## src/rtl/approx_mult_pkg.sv

```systemverilog
// Shared definitions for the approximate-multiplier controller: state encoding
// and datapath sizing constants.
package approx_mult_pkg;

  typedef enum logic [3:0] {
    IDLE  = 4'd0,
    INIT  = 4'd1,
    LOAD1 = 4'd2,
    LOAD2 = 4'd3,
    NORM  = 4'd4,
    LDRES = 4'd5,
    SHRES = 4'd6,
    WRITE = 4'd7,
    DONE  = 4'd8
  } state_t;

  localparam int unsigned RES_SHIFT_BASE = 16;
  localparam int unsigned NUM_WORDS      = 16;
  localparam int unsigned MAX_NORM       = 7;

endpackage

```

## src/rtl/approx_mult_ctrl.sv

```systemverilog
// Sequencing FSM for the approximate-multiplier datapath: 8 operand pairs per run.
// Optional cycle counter enabled by defining APPROX_MULT_PERF_EN.
module approx_mult_ctrl
  import approx_mult_pkg::*;
#(
  parameter int PERF_W = 16
) (
  input  logic clk,
  input  logic rst,
  input  logic start,
  input  logic lsb_cnt,
  input  logic co_cntr_ld,
  input  logic end_shift1,
  input  logic end_shift2,
  input  logic co_cnt_sh,
  output logic cntr_ld_init,
  output logic cntr_ld_en,
  output logic cntr_sh1_init,
  output logic cntr_sh2_init,
  output logic cntr_sh1_en,
  output logic cntr_sh2_en,
  output logic cntr_sh_ld,
  output logic cntr_sh_en,
  output logic load_shift1,
  output logic load_shift2,
  output logic en_shift1,
  output logic en_shift2,
  output logic sh_result_ld,
  output logic sh_result_shift,
  output logic wr_out_ram,
  output logic busy,
  output logic done
`ifdef APPROX_MULT_PERF_EN
  ,
  output logic [PERF_W-1:0] cycle_count
`endif
);

  state_t state_r;
  state_t state_s;
  logic   last_pair_r;

  // state register; async reset aborts any run in progress
  always_ff @(posedge clk or negedge rst) begin
    if (!rst) begin
      state_r <= IDLE;
    end else begin
      state_r <= state_s;
    end
  end

  // last-pair flag; a counter at 15 is always odd, so lsb_cnt guards a corrupt count
  always_ff @(posedge clk or negedge rst) begin
    if (!rst) begin
      last_pair_r <= 1'b0;
    end else if (state_r == LOAD2) begin
      last_pair_r <= co_cntr_ld & lsb_cnt;
    end
  end

  // next-state and control decode
  always_comb begin
    state_s         = state_r;
    cntr_ld_init    = 1'b0;
    cntr_ld_en      = 1'b0;
    cntr_sh1_init   = 1'b0;
    cntr_sh2_init   = 1'b0;
    cntr_sh1_en     = 1'b0;
    cntr_sh2_en     = 1'b0;
    cntr_sh_ld      = 1'b0;
    cntr_sh_en      = 1'b0;
    load_shift1     = 1'b0;
    load_shift2     = 1'b0;
    en_shift1       = 1'b0;
    en_shift2       = 1'b0;
    sh_result_ld    = 1'b0;
    sh_result_shift = 1'b0;
    wr_out_ram      = 1'b0;
    done            = 1'b0;
    busy            = (state_r != IDLE);
    case (state_r)
      IDLE: begin
        if (start) begin
          state_s = INIT;
        end else begin
          state_s = IDLE;
        end
      end
      INIT: begin
        cntr_ld_init  = 1'b1;
        cntr_sh1_init = 1'b1;
        cntr_sh2_init = 1'b1;
        state_s       = LOAD1;
      end
      LOAD1: begin
        load_shift1 = 1'b1;
        cntr_ld_en  = 1'b1;
        state_s     = LOAD2;
      end
      LOAD2: begin
        load_shift2 = 1'b1;
        cntr_ld_en  = 1'b1;
        state_s     = NORM;
      end
      NORM: begin
        // both operands normalise independently; leave once neither wants a shift
        en_shift1   = end_shift1;
        cntr_sh1_en = end_shift1;
        en_shift2   = end_shift2;
        cntr_sh2_en = end_shift2;
        if (!end_shift1 && !end_shift2) begin
          state_s = LDRES;
        end else begin
          state_s = NORM;
        end
      end
      LDRES: begin
        sh_result_ld = 1'b1;
        cntr_sh_ld   = 1'b1;
        state_s      = SHRES;
      end
      SHRES: begin
        sh_result_shift = 1'b1;
        cntr_sh_en      = 1'b1;
        if (co_cnt_sh) begin
          state_s = WRITE;
        end else begin
          state_s = SHRES;
        end
      end
      WRITE: begin
        wr_out_ram = 1'b1;
        if (last_pair_r) begin
          state_s = DONE;
        end else begin
          cntr_sh1_init = 1'b1;
          cntr_sh2_init = 1'b1;
          state_s       = LOAD1;
        end
      end
      DONE: begin
        done    = 1'b1;
        state_s = IDLE;
      end
      default: begin
        state_s = IDLE;
      end
    endcase
  end

`ifdef APPROX_MULT_PERF_EN
  logic [PERF_W-1:0] cycle_count_r;

  // run-length counter; INIT restarts it and counts itself as the first busy cycle
  always_ff @(posedge clk or negedge rst) begin
    if (!rst) begin
      cycle_count_r <= {PERF_W{1'b0}};
    end else if (state_r == INIT) begin
      cycle_count_r <= {{(PERF_W-1){1'b0}}, 1'b1};
    end else if (busy && (cycle_count_r != {PERF_W{1'b1}})) begin
      cycle_count_r <= cycle_count_r + {{(PERF_W-1){1'b0}}, 1'b1};
    end
  end

  assign cycle_count = cycle_count_r;
`endif

endmodule

```

## config.mk

```make
export PLATFORM = sky130hd
export DESIGN_NAME = approx_mult_ctrl
export DESIGN_NICKNAME = d
export VERILOG_FILES = /design/src/rtl/approx_mult_pkg.sv /design/src/rtl/approx_mult_ctrl.sv
export SDC_FILE = /design/constraint.sdc
export NUM_CORES = 1
export LEC_CHECK = 0
export BUFFER_PORTS_ARGS = -buffer_cell sky130_fd_sc_hd__buf_2
export CAP_MARGIN = 20
export CORE_AREA = 5 5 42 44
export CTS_CLUSTER_SIZE = 40
export DETAILED_ROUTE_END_ITERATION = 10
export DIE_AREA = 0 0 47 49
export SYNTH_ARGS = -nofsm -noshare
export SYNTH_HDL_FRONTEND = slang
export SYNTH_SLANG_ARGS = --single-unit
```

## constraint.sdc

```tcl
create_clock -name clk -period 1.5 [get_ports clk]
set_clock_uncertainty 0.2 [all_clocks]
set_input_delay 0.225 -clock clk [delete_from_list [all_inputs] [get_ports clk]]
set_output_delay 0.225 -clock clk [all_outputs]
set_load 0.05 [all_outputs]
```

==> summary by stage <==
Run status
The run finished, with violations left. The checks that failed: negative setup slack.

Detailed routing
In the routed layout, each cell is associated on average with a via count of 4.36. Across all layers, the routed design uses 458 vias. The average wire per cell in the routed design is 12.8 um. For this block, the initial DRC count from the detailed router was 1. The final routed wirelength across all metal layers is 1350 um. The total iterations of the first detailed-routing run is 2. The number of routed nets with antenna violations is 0.

The remaining design rule violation count is 0.

Floorplanning
The initial core utilization is 0.274. The I/O pin total is 25. The overall die height is 49 um. The area of the core region is 1400 um^2. After floorplanning, the core was divided into 14 placement rows. The horizontal die dimension is 47 um. The die footprint is 2300 um^2.

Clock network
TritonCTS built the clock tree. Clock tree synthesis selected as its root buffer the cell sky130_fd_sc_hd__clkbuf_4. Clock-pin slew was measured on the worst setup and hold paths at 50 ps. The clock reaches the later pin of the worst-skew pair after 260 ps.

Counting every sink on the clock net gives 5. Counting along the longest clock path gives a buffer depth of 2. The total number of H-tree levels is 1. The TritonCTS buffer count is 3.

Yosys
The share of synthesized area occupied by flip-flops and latches is 0.326. For this run, the leading register cell type out of synthesis is sky130_fd_sc_hd__dfrtp_1. After synthesis the cells add up to 384 um^2. The async set-reset flop share out of synthesis is 1.00. By area, the combinational part of the netlist is dominated by simple AND/OR/NAND/NOR gates.

Yosys mapped the design onto 22 distinct sky130hd cell types. Each instance of the synthesized netlist takes up on average 8.00 um^2. In this run, synthesis produced a sequential element count of 5. Of the total synthesized cell area, the portion taken by XOR and XNOR cells is 0.0228.

The share of the synthesized area in compound gates (AO/OA/AOI/OAI) came to 0.0456. During synthesis, Yosys emitted a total of 0 warnings. Counting flops with a built-in enable in the synthesized netlist gives 0. The portion of netlist area occupied by mux cells is 0.0261. The cell count after synthesis came out at 48. The synthesized netlist net count is 56. Of the total synthesized cell area, the portion taken by AND, OR, NAND and NOR gates is 0.427.

The adder-cell share of the synthesized area is 0.

Worst setup path
For the worst setup path, the data required time is 1070 ps. The setup path with the least slack is of type reg -> out. STA classifies the critical path endpoint as an output port. The nature of the critical path startpoint is a register. At the worst endpoint, the arrival time is 1370 ps. Along the worst path, the maximum fanout reaches 6.

Cells and area
The area added between synthesis and finish is 139%. The final net count is 98. Fill cells in the final layout number 105. The share of layout cells above drive strength 1 is 0.809. The design area is 917 um^2.

The final non-filler cell total is 105. The number of diodes added for antenna fixing is 0.

Timing
The max-slew violation total from the final report was 0. After layout, the minimum clock period comes to 1800 ps. Based on the critical path, the design can be clocked at up to 556 MHz. The slew at the pin with the worst max-slew slack is 278 ps. Across all setup checks in the final design, the least slack found is -297 ps. Setup repair after global routing could not meet its margin everywhere.

The total setup violations reported at the end of the flow is 17. Headroom to the max-slew limit came out at 0.813. The sum of negative setup slack is -3310 ps. The number of endpoints with negative hold slack in the final report is 0. Of the available clock period, the critical path in the final layout requires 1.20.

Power and ir drop
The standby leakage power is 0.000423 uW. The share of total power dissipated in the clock network is 0.067. The total power is 2460 uW.

The worst supply voltage drop on vdd is 1.24 mV. The sequential power share is 0.121. Internal power comes to 1190 uW. In this run the power spent charging and discharging nets is 1270 uW. Of the total power, combinational logic draws 0.812. The total power per unit cell area is 2690 nW/um^2. The switching share of power is 0.515.

Worst hold path
The worst hold path belongs to the class in -> reg.

Global route
The number of global-route vias before repair is 474. Entering global routing, the biggest net connects 8 pins. The first global-routing pass estimated 2090 um of wire. The number of antenna violations at the first check in global routing is 0.

The overall global routing resource usage is 0.127. The global route total overflow is 0.

Place
The number of placed instances, taps included is 92. Routability-driven placement finished with a final weighted congestion of 0.671. After legalization and detailed placement, the total HPWL measured 850 um.

During placement, the flow inserted port buffers numbering 24. The instance area at placement is 638 um^2.

Flow run
Across the run, the number of max-cap violations was 0.
## area by class of cell
cell class              count  area, um^2  share of cell area
repair buffers             45         414               0.452
flip-flops and latches      5         130               0.142
multi-input cells          34         323               0.352
clock buffers               4        26.3              0.0286
inverters                   1        3.75             0.00409
well taps                  16        20.0              0.0218
## through the flow
| stage | setup WS (ps) | utilization | hold slack, ps |
|---|---|---|---|
| finish | -297 | 0.654 | 46.8 |
| global route | -355 | 0.654 | 68.4 |
| CTS | -309 | 0.613 | 25.8 |
| detailed placement | -114 | 0.455 | -159 |
| global placement | -90.6 | 0.455 | -159 |
| floorplan | -222 | - | -271 |
## critical path: stages (launching register included)
cell	delay (ps)
sky130_fd_sc_hd__dfrtp_2	430
sky130_fd_sc_hd__or2_1	230
sky130_fd_sc_hd__o21ai_1	70
sky130_fd_sc_hd__and3b_2	220
sky130_fd_sc_hd__buf_6	160
## sequential cells by signal, summed over array words and instances (netlist names)
signal	count
state_r	4
last_pair_r	1
## per-layer routing
metal / share of wire / vias up / GRT usage
li1: - / 237 / -
met4: 0.020 / 0 / 0.0553
met3: 0.039 / 2 / 0.0480
met2: 0.53 / 11 / 0.197
met1: 0.41 / 208 / 0.152
met5: 0 / - / 0
## repair_timing
action / 4_1_cts / 5_1_grt
buffers inserted: 7 / 1
hold endpoints to repair: 5 / 0
pin swaps: 2 / 4
resized for setup: 39 / 16
hold buffers: 1 / 0
setup endpoints to repair: 17 / 18
## cell usage after synthesis (2+ instances only)
library cell	n	area [um^2]
sky130_fd_sc_hd__and3_1	2	12.5
sky130_fd_sc_hd__buf_2	2	10.0
sky130_fd_sc_hd__buf_4	6	45.0
sky130_fd_sc_hd__dfrtp_1	5	125
sky130_fd_sc_hd__nand2_1	3	11.3
sky130_fd_sc_hd__nand2b_1	3	18.8
sky130_fd_sc_hd__nor2_1	8	30.0
sky130_fd_sc_hd__nor2b_1	2	12.5
sky130_fd_sc_hd__nor3_1	4	20.0
## cells in the final DEF (no fill, tap or decap), drive strengths merged, types with 2 or more instances in the layout
| cell type | Yosys | final |
|---|---|---|
| and3 | 2 | 2 |
| nand2 | 4 | 4 |
| clkbuf | 0 | 4 |
| nand2b | 3 | 3 |
| buf | 8 | 44 |
| nor2b | 2 | 2 |
| nor2 | 8 | 8 |
| nor3 | 5 | 5 |
| dfrtp | 5 | 5 |
## power by group through the flow
stage	clock network, uW	registers, uW	logic (uW)
after floorplan	0	251	1220
final	166	298	2000
after global routing	183	313	2100
after detailed placement	0	290	1440
after global placement	0	290	1430
after CTS	170	289	1900
## final timing paths
kind                                   from            end  slack (ps)  cells after the start
worst min register to register  last_pair_r     state_r[3]         370                      2
worst max register to register   state_r[3]    last_pair_r          70                      4
max in group asynchronous               rst     state_r[1]         840                      2
worst max-delay path             state_r[2]  cntr_sh1_init        -300                      4
worst min-delay path                lsb_cnt    last_pair_r          50                      3
min in group asynchronous               rst     state_r[3]         110                      2
## kinds of logic after synthesis
family / Yosys count
and+or+nand+nor: 29
buffers and inverters: 9
DFF: 5
AOI/OAI and AO/OA: 3
xor gates and xnor gates: 1
muxes: 1
Power figures use the tool's default switching activity.
